[config.mk]
export PLATFORM = sky130hd
export DESIGN_NAME = dlfloat16_div_wb
export DESIGN_NICKNAME = d
export VERILOG_FILES = /design/src/rtl/dlfloat16_div_wb.sv
export SDC_FILE = /design/constraint.sdc
export NUM_CORES = 1
export LEC_CHECK = 0
export BUFFER_PORTS_ARGS = -buffer_cell sky130_fd_sc_hd__buf_2
export CORE_UTILIZATION = 45
export CTS_BUF_LIST = sky130_fd_sc_hd__clkbuf_8
export DETAILED_ROUTE_END_ITERATION = 8
export GPL_TIMING_DRIVEN = 0
export HOLD_SLACK_MARGIN = 0.03
export PLACE_DENSITY_LB_ADDON = 0.12
export SYNTH_ARGS = -nofsm -noshare
export SYNTH_HDL_FRONTEND = slang
export SYNTH_SLANG_ARGS = --single-unit
[constraint.sdc]
create_clock -name clk -period 2.5 [get_ports clk]
set_clock_uncertainty 0.15 [all_clocks]
set_input_delay 0.125 -clock clk [delete_from_list [all_inputs] [get_ports clk]]
set_output_delay 0.125 -clock clk [all_outputs]
set_load 0.02 [all_outputs]
[src/rtl/dlfloat16_div_wb.sv]
// Writeback/flag stage behind the combinational DLFloat16 divider: derives {nv,dz,inf,zr},
// buffers quotient+flags in a DEPTH-entry FIFO. Define DLF_DIV_WB_STICKY_EN for sticky fflags.
module dlfloat16_div_wb #(
    parameter int DEPTH = 4,
    parameter int CW    = 3
) (
    input  logic          clk,
    input  logic          rst,
    input  logic          in_valid,
    output logic          in_ready,
    input  logic [15:0]   in_a,
    input  logic [15:0]   in_b,
    input  logic [15:0]   in_q,
    output logic          out_valid,
    input  logic          out_ready,
    output logic [15:0]   out_q,
    output logic [3:0]    out_flags,
    output logic [CW-1:0] count
`ifdef DLF_DIV_WB_STICKY_EN
    ,
    output logic [3:0]    fflags,
    input  logic          flags_clr
`endif
);

    localparam int AW = (DEPTH > 1) ? $clog2(DEPTH) : 1;
    localparam logic [CW-1:0] FULL = CW'(DEPTH);

    logic [19:0]   mem [DEPTH];
    logic [AW-1:0] wptr;
    logic [AW-1:0] rptr;
    logic [3:0]    flags_p0;
    logic [19:0]   head;
    logic          push;
    logic          pop;
    logic          unused_sign;

    // Sign bits never affect the flags; all classification is on magnitude.
    function automatic logic [3:0] div_flags(input logic [14:0] a_mag,
                                             input logic [14:0] b_mag,
                                             input logic [14:0] q_mag);
        logic nv, dz, inf, zr;
        nv  = (q_mag == 15'h7FFF);
        dz  = (b_mag == 15'h0000) && (a_mag != 15'h0000) && (a_mag != 15'h7E00);
        inf = (q_mag == 15'h7E00);
        zr  = (q_mag == 15'h0000);
        return {nv, dz, inf, zr};
    endfunction

    assign unused_sign = ^{in_a[15], in_b[15]};
    assign flags_p0    = div_flags(in_a[14:0], in_b[14:0], in_q[14:0]);

    assign in_ready  = (count != FULL);
    assign out_valid = (count != '0);
    assign push      = in_valid && in_ready;
    assign pop       = out_valid && out_ready;

    assign head      = mem[rptr];
    assign out_q     = out_valid ? head[19:4] : 16'h0000;
    assign out_flags = out_valid ? head[3:0]  : 4'h0;

    // Storage: data path only, never reset.
    always_ff @(posedge clk) begin
        if (push) begin
            mem[wptr] <= {in_q, flags_p0};
        end
    end

    always_ff @(posedge clk) begin
        if (rst) begin
            wptr  <= '0;
            rptr  <= '0;
            count <= '0;
        end else begin
            if (push) begin
                wptr <= wptr + 1'b1;
            end
            if (pop) begin
                rptr <= rptr + 1'b1;
            end
            if (push && !pop) begin
                count <= count + 1'b1;
            end else if (pop && !push) begin
                count <= count - 1'b1;
            end
        end
    end

`ifdef DLF_DIV_WB_STICKY_EN
    // Clear and push in the same cycle leaves exactly the pushed flags.
    always_ff @(posedge clk) begin
        if (rst) begin
            fflags <= 4'h0;
        end else if (push) begin
            fflags <= (flags_clr ? 4'h0 : fflags) | flags_p0;
        end else if (flags_clr) begin
            fflags <= 4'h0;
        end
    end
`endif

endmodule

==> impl_metrics.json <==
{
  "run_status": "complete, no violations",
  "cts_tree": "yes",
  "area_delta_synth_final_pct": 23.98,
  "p_switching_w": 0.001345,
  "ir_drop_mv": 0.4978,
  "final_net_count": 365,
  "ys_seq_elements": 89,
  "final_util_pct": 58.08,
  "ctsResizeCount": 0,
  "power_frac_seq_pct": 44.2,
  "yosysTopAreaCellShare_pct": 65.69,
  "port_buffers": 73,
  "p_clk_share_pct": 21.9,
  "die_w_um": 92.15,
  "drc": 0,
  "htreeDepth": 3,
  "drive_gt1_share_pct": 37.62,
  "drt-total-wl_um": 6788,
  "fmax_mhz": 438.8,
  "cts.sinks": 89,
  "drv_cap": 0,
  "crit_fanout": 10,
  "async_flop_share_pct": 0,
  "grt_pass1_vias": 2198,
  "rows": 32,
  "gp_congestion": 0.7859,
  "p_int_w": 0.002878,
  "fin_crit_ps": 2279,
  "cts_hold_buf": 20,
  "vias_per_cell": 5.119,
  "critPathArrivalTime_ps": 2000,
  "initial_core_util_pct": 46.84,
  "clkTransAtPathRegs_ps": 80,
  "grt_max_degree": 21,
  "hpwl_um": 4362,
  "final.period_utilization_pct": 91.16,
  "grt_pass1_wl_um": 10810,
  "syn_nets": 261,
  "ys_seq_area_share_pct": 70.61,
  "crit_chain": "nor3_1 > clkbuf_1 > nor2b_1 > buf_2",
  "cts.path.max_buffers": 2,
  "holdWs_ps": 51.10,
  "worstSetupPathType": "register to output port",
  "tightest_slew_ps": 1074,
  "setup_viol": 0,
  "ys_top_cells_by_count": "edfxtp_1, mux4_2, nor2b_1",
  "gr-usage-all-layers_pct": 17.46,
  "worstSetupStartpointType": "register",
  "syn-cell-area_sq_mm": 0.003657,
  "ioPinCount": 77,
  "rsz0062_at_grt": "no",
  "slowest_delay_ps": 550,
  "wl_per_cell_um": 16.44,
  "grt_overflow": 0,
  "synth_cell_type_count": 31,
  "synth-main-ff-cell": "edfxtp_1",
  "syn-instance-count": 203,
  "ctsRootBufferMaster": "clkbuf_8",
  "finalHoldViolations": 0,
  "drv_slew": 0,
  "vias": 2114,
  "synth_edf_count": 80,
  "yosys_warnings": 0,
  "dieArea_sq_mm": 0.008492,
  "drt_iter0_markers": 70,
  "antenna_found_initial": 0,
  "leakage_nw": 1.652,
  "cpMaxStageDelayCell": "clkbuf_1",
  "ys_top_cells_by_area": "edfxtp_1, mux4_2, dfxtp_1",
  "coreArea_sq_mm": 0.007807,
  "yosysMostFrequentCell": "edfxtp_1",
  "cts_made_buffers": 9,
  "crit_path_end_kind": "output port",
  "n_antenna_cell": 0,
  "setup_tns_ps": 0,
  "required_ps": 2230,
  "syn_area_per_cell_sq_um": 18.02,
  "postCtsSetupRepairBufs": 0,
  "p_sw_share_pct": 31.85,
  "relSlewSlack_pct": 28.42,
  "p_comb_share_pct": 33.9,
  "synth_top_cell_by_area": "edfxtp_1",
  "hold_path_class": "input pin to register",
  "dr.pass1.iters": 4,
  "ant_nets": 0,
  "fp.dieH_um": 92.15,
  "worst_skew_pair.late_latency_ps": 340,
  "cellPowerDensity_mw_per_mm2": 931.3
}
-- worst max-delay path: cells and delay by family, from the launching register on --
family | cells | cell delay [ps]
buffers and inverters | 2 | 740
DFF | 1 | 410
and+or+nand+nor | 2 | 510
-- final cells by class --
cell class	count	area [sq um]
clock inverters	6	60.06
repair buffers	93	565.5
well taps	102	127.6
flip-flops and latches	89	2582
multi-input cells	101	1007
fillers	631	3273
clock buffers	9	123.9
plain buffers	7	45.04
inverters	6	22.52
-- cell usage in the layout (no fill, tap or decap), types with 4 or more instances in the layout --
master,count
edfxtp_1,80
buf_2,76
mux4_2,20
dlygate4sd3_1,20
nor2b_1,18
nor2_1,9
dfxtp_1,9
clkbuf_8,9
nor4_1,7
inv_1,5
nor3_1,5
nand3_1,5
ha_1,5
and3_1,4
xor2_1,4
-- power groups by stage --
| stage | Clock [W] | Combinational (W) | Sequential [W] |
|---|---|---|---|
| after global placement | 0 | 0.00142 | 0.00190 |
| after detailed placement | 0 | 0.00143 | 0.00190 |
| after CTS | 0.000942 | 0.00146 | 0.00187 |
| final | 0.000926 | 0.00143 | 0.00187 |
| after global routing | 0.00100 | 0.00156 | 0.00189 |
| after floorplan | 0 | 0.00100 | 0.00190 |
-- state kept, by name, indices dropped and copies added (netlist names), named ones only --
| signal | cells |
|---|---|
| wptr | 2 |
| rptr | 2 |
| mem | 80 |
| count | 3 |
-- worst paths after layout --
path,start,end,slack [ps],cells after the start
setup / recovery,count[0],out_q[3],220,4
hold / removal,in_b[0],mem[2][2],50,4
setup reg to reg,count[0],count[2],250,8
hold reg to reg,wptr[0],wptr[0],380,2
-- layer usage --
metal,vias to the layer above,part of all wire [%],track usage [%]
met5,-,0,0
met4,0,0.72,7.682
met3,4,4.1,2.736
met2,81,49,28.73
met1,1018,46,23.02
li1,1011,-,-
-- cell families (layout without fill, tap and decap cells) --
logic type | Yosys count | count (layout) | synth area share, %
AO/OA/AOI/OAI | 10 | 10 | 1.847
AND/OR/NAND/NOR | 60 | 60 | 9.887
XOR/XNOR | 4 | 4 | 0.9578
multiplexers | 21 | 21 | 12.59
flip-flops | 89 | 89 | 70.61
buffers and inverters | 13 | 121 | 1.847
adder cells (fa/ha/maj) | 6 | 6 | 2.258
-- per-stage QoR --
step / cell area, sq um / power [W] / setup slack [ps] / cells
3_5_place_dp: 4150 / 0.003334 / 257.0 / 378
5_1_grt: 4534 / 0.004451 / 67.75 / 413
2_1_floorplan: 3657 / 0.002902 / 325.3 / 203
6_report: 4534 / 0.004223 / 221.0 / 413
4_1_cts: 4534 / 0.004270 / 190.1 / 413
3_3_place_gp: 4150 / 0.003322 / 277.0 / 378
No activity file was read; power rests on OpenSTA's default activity.
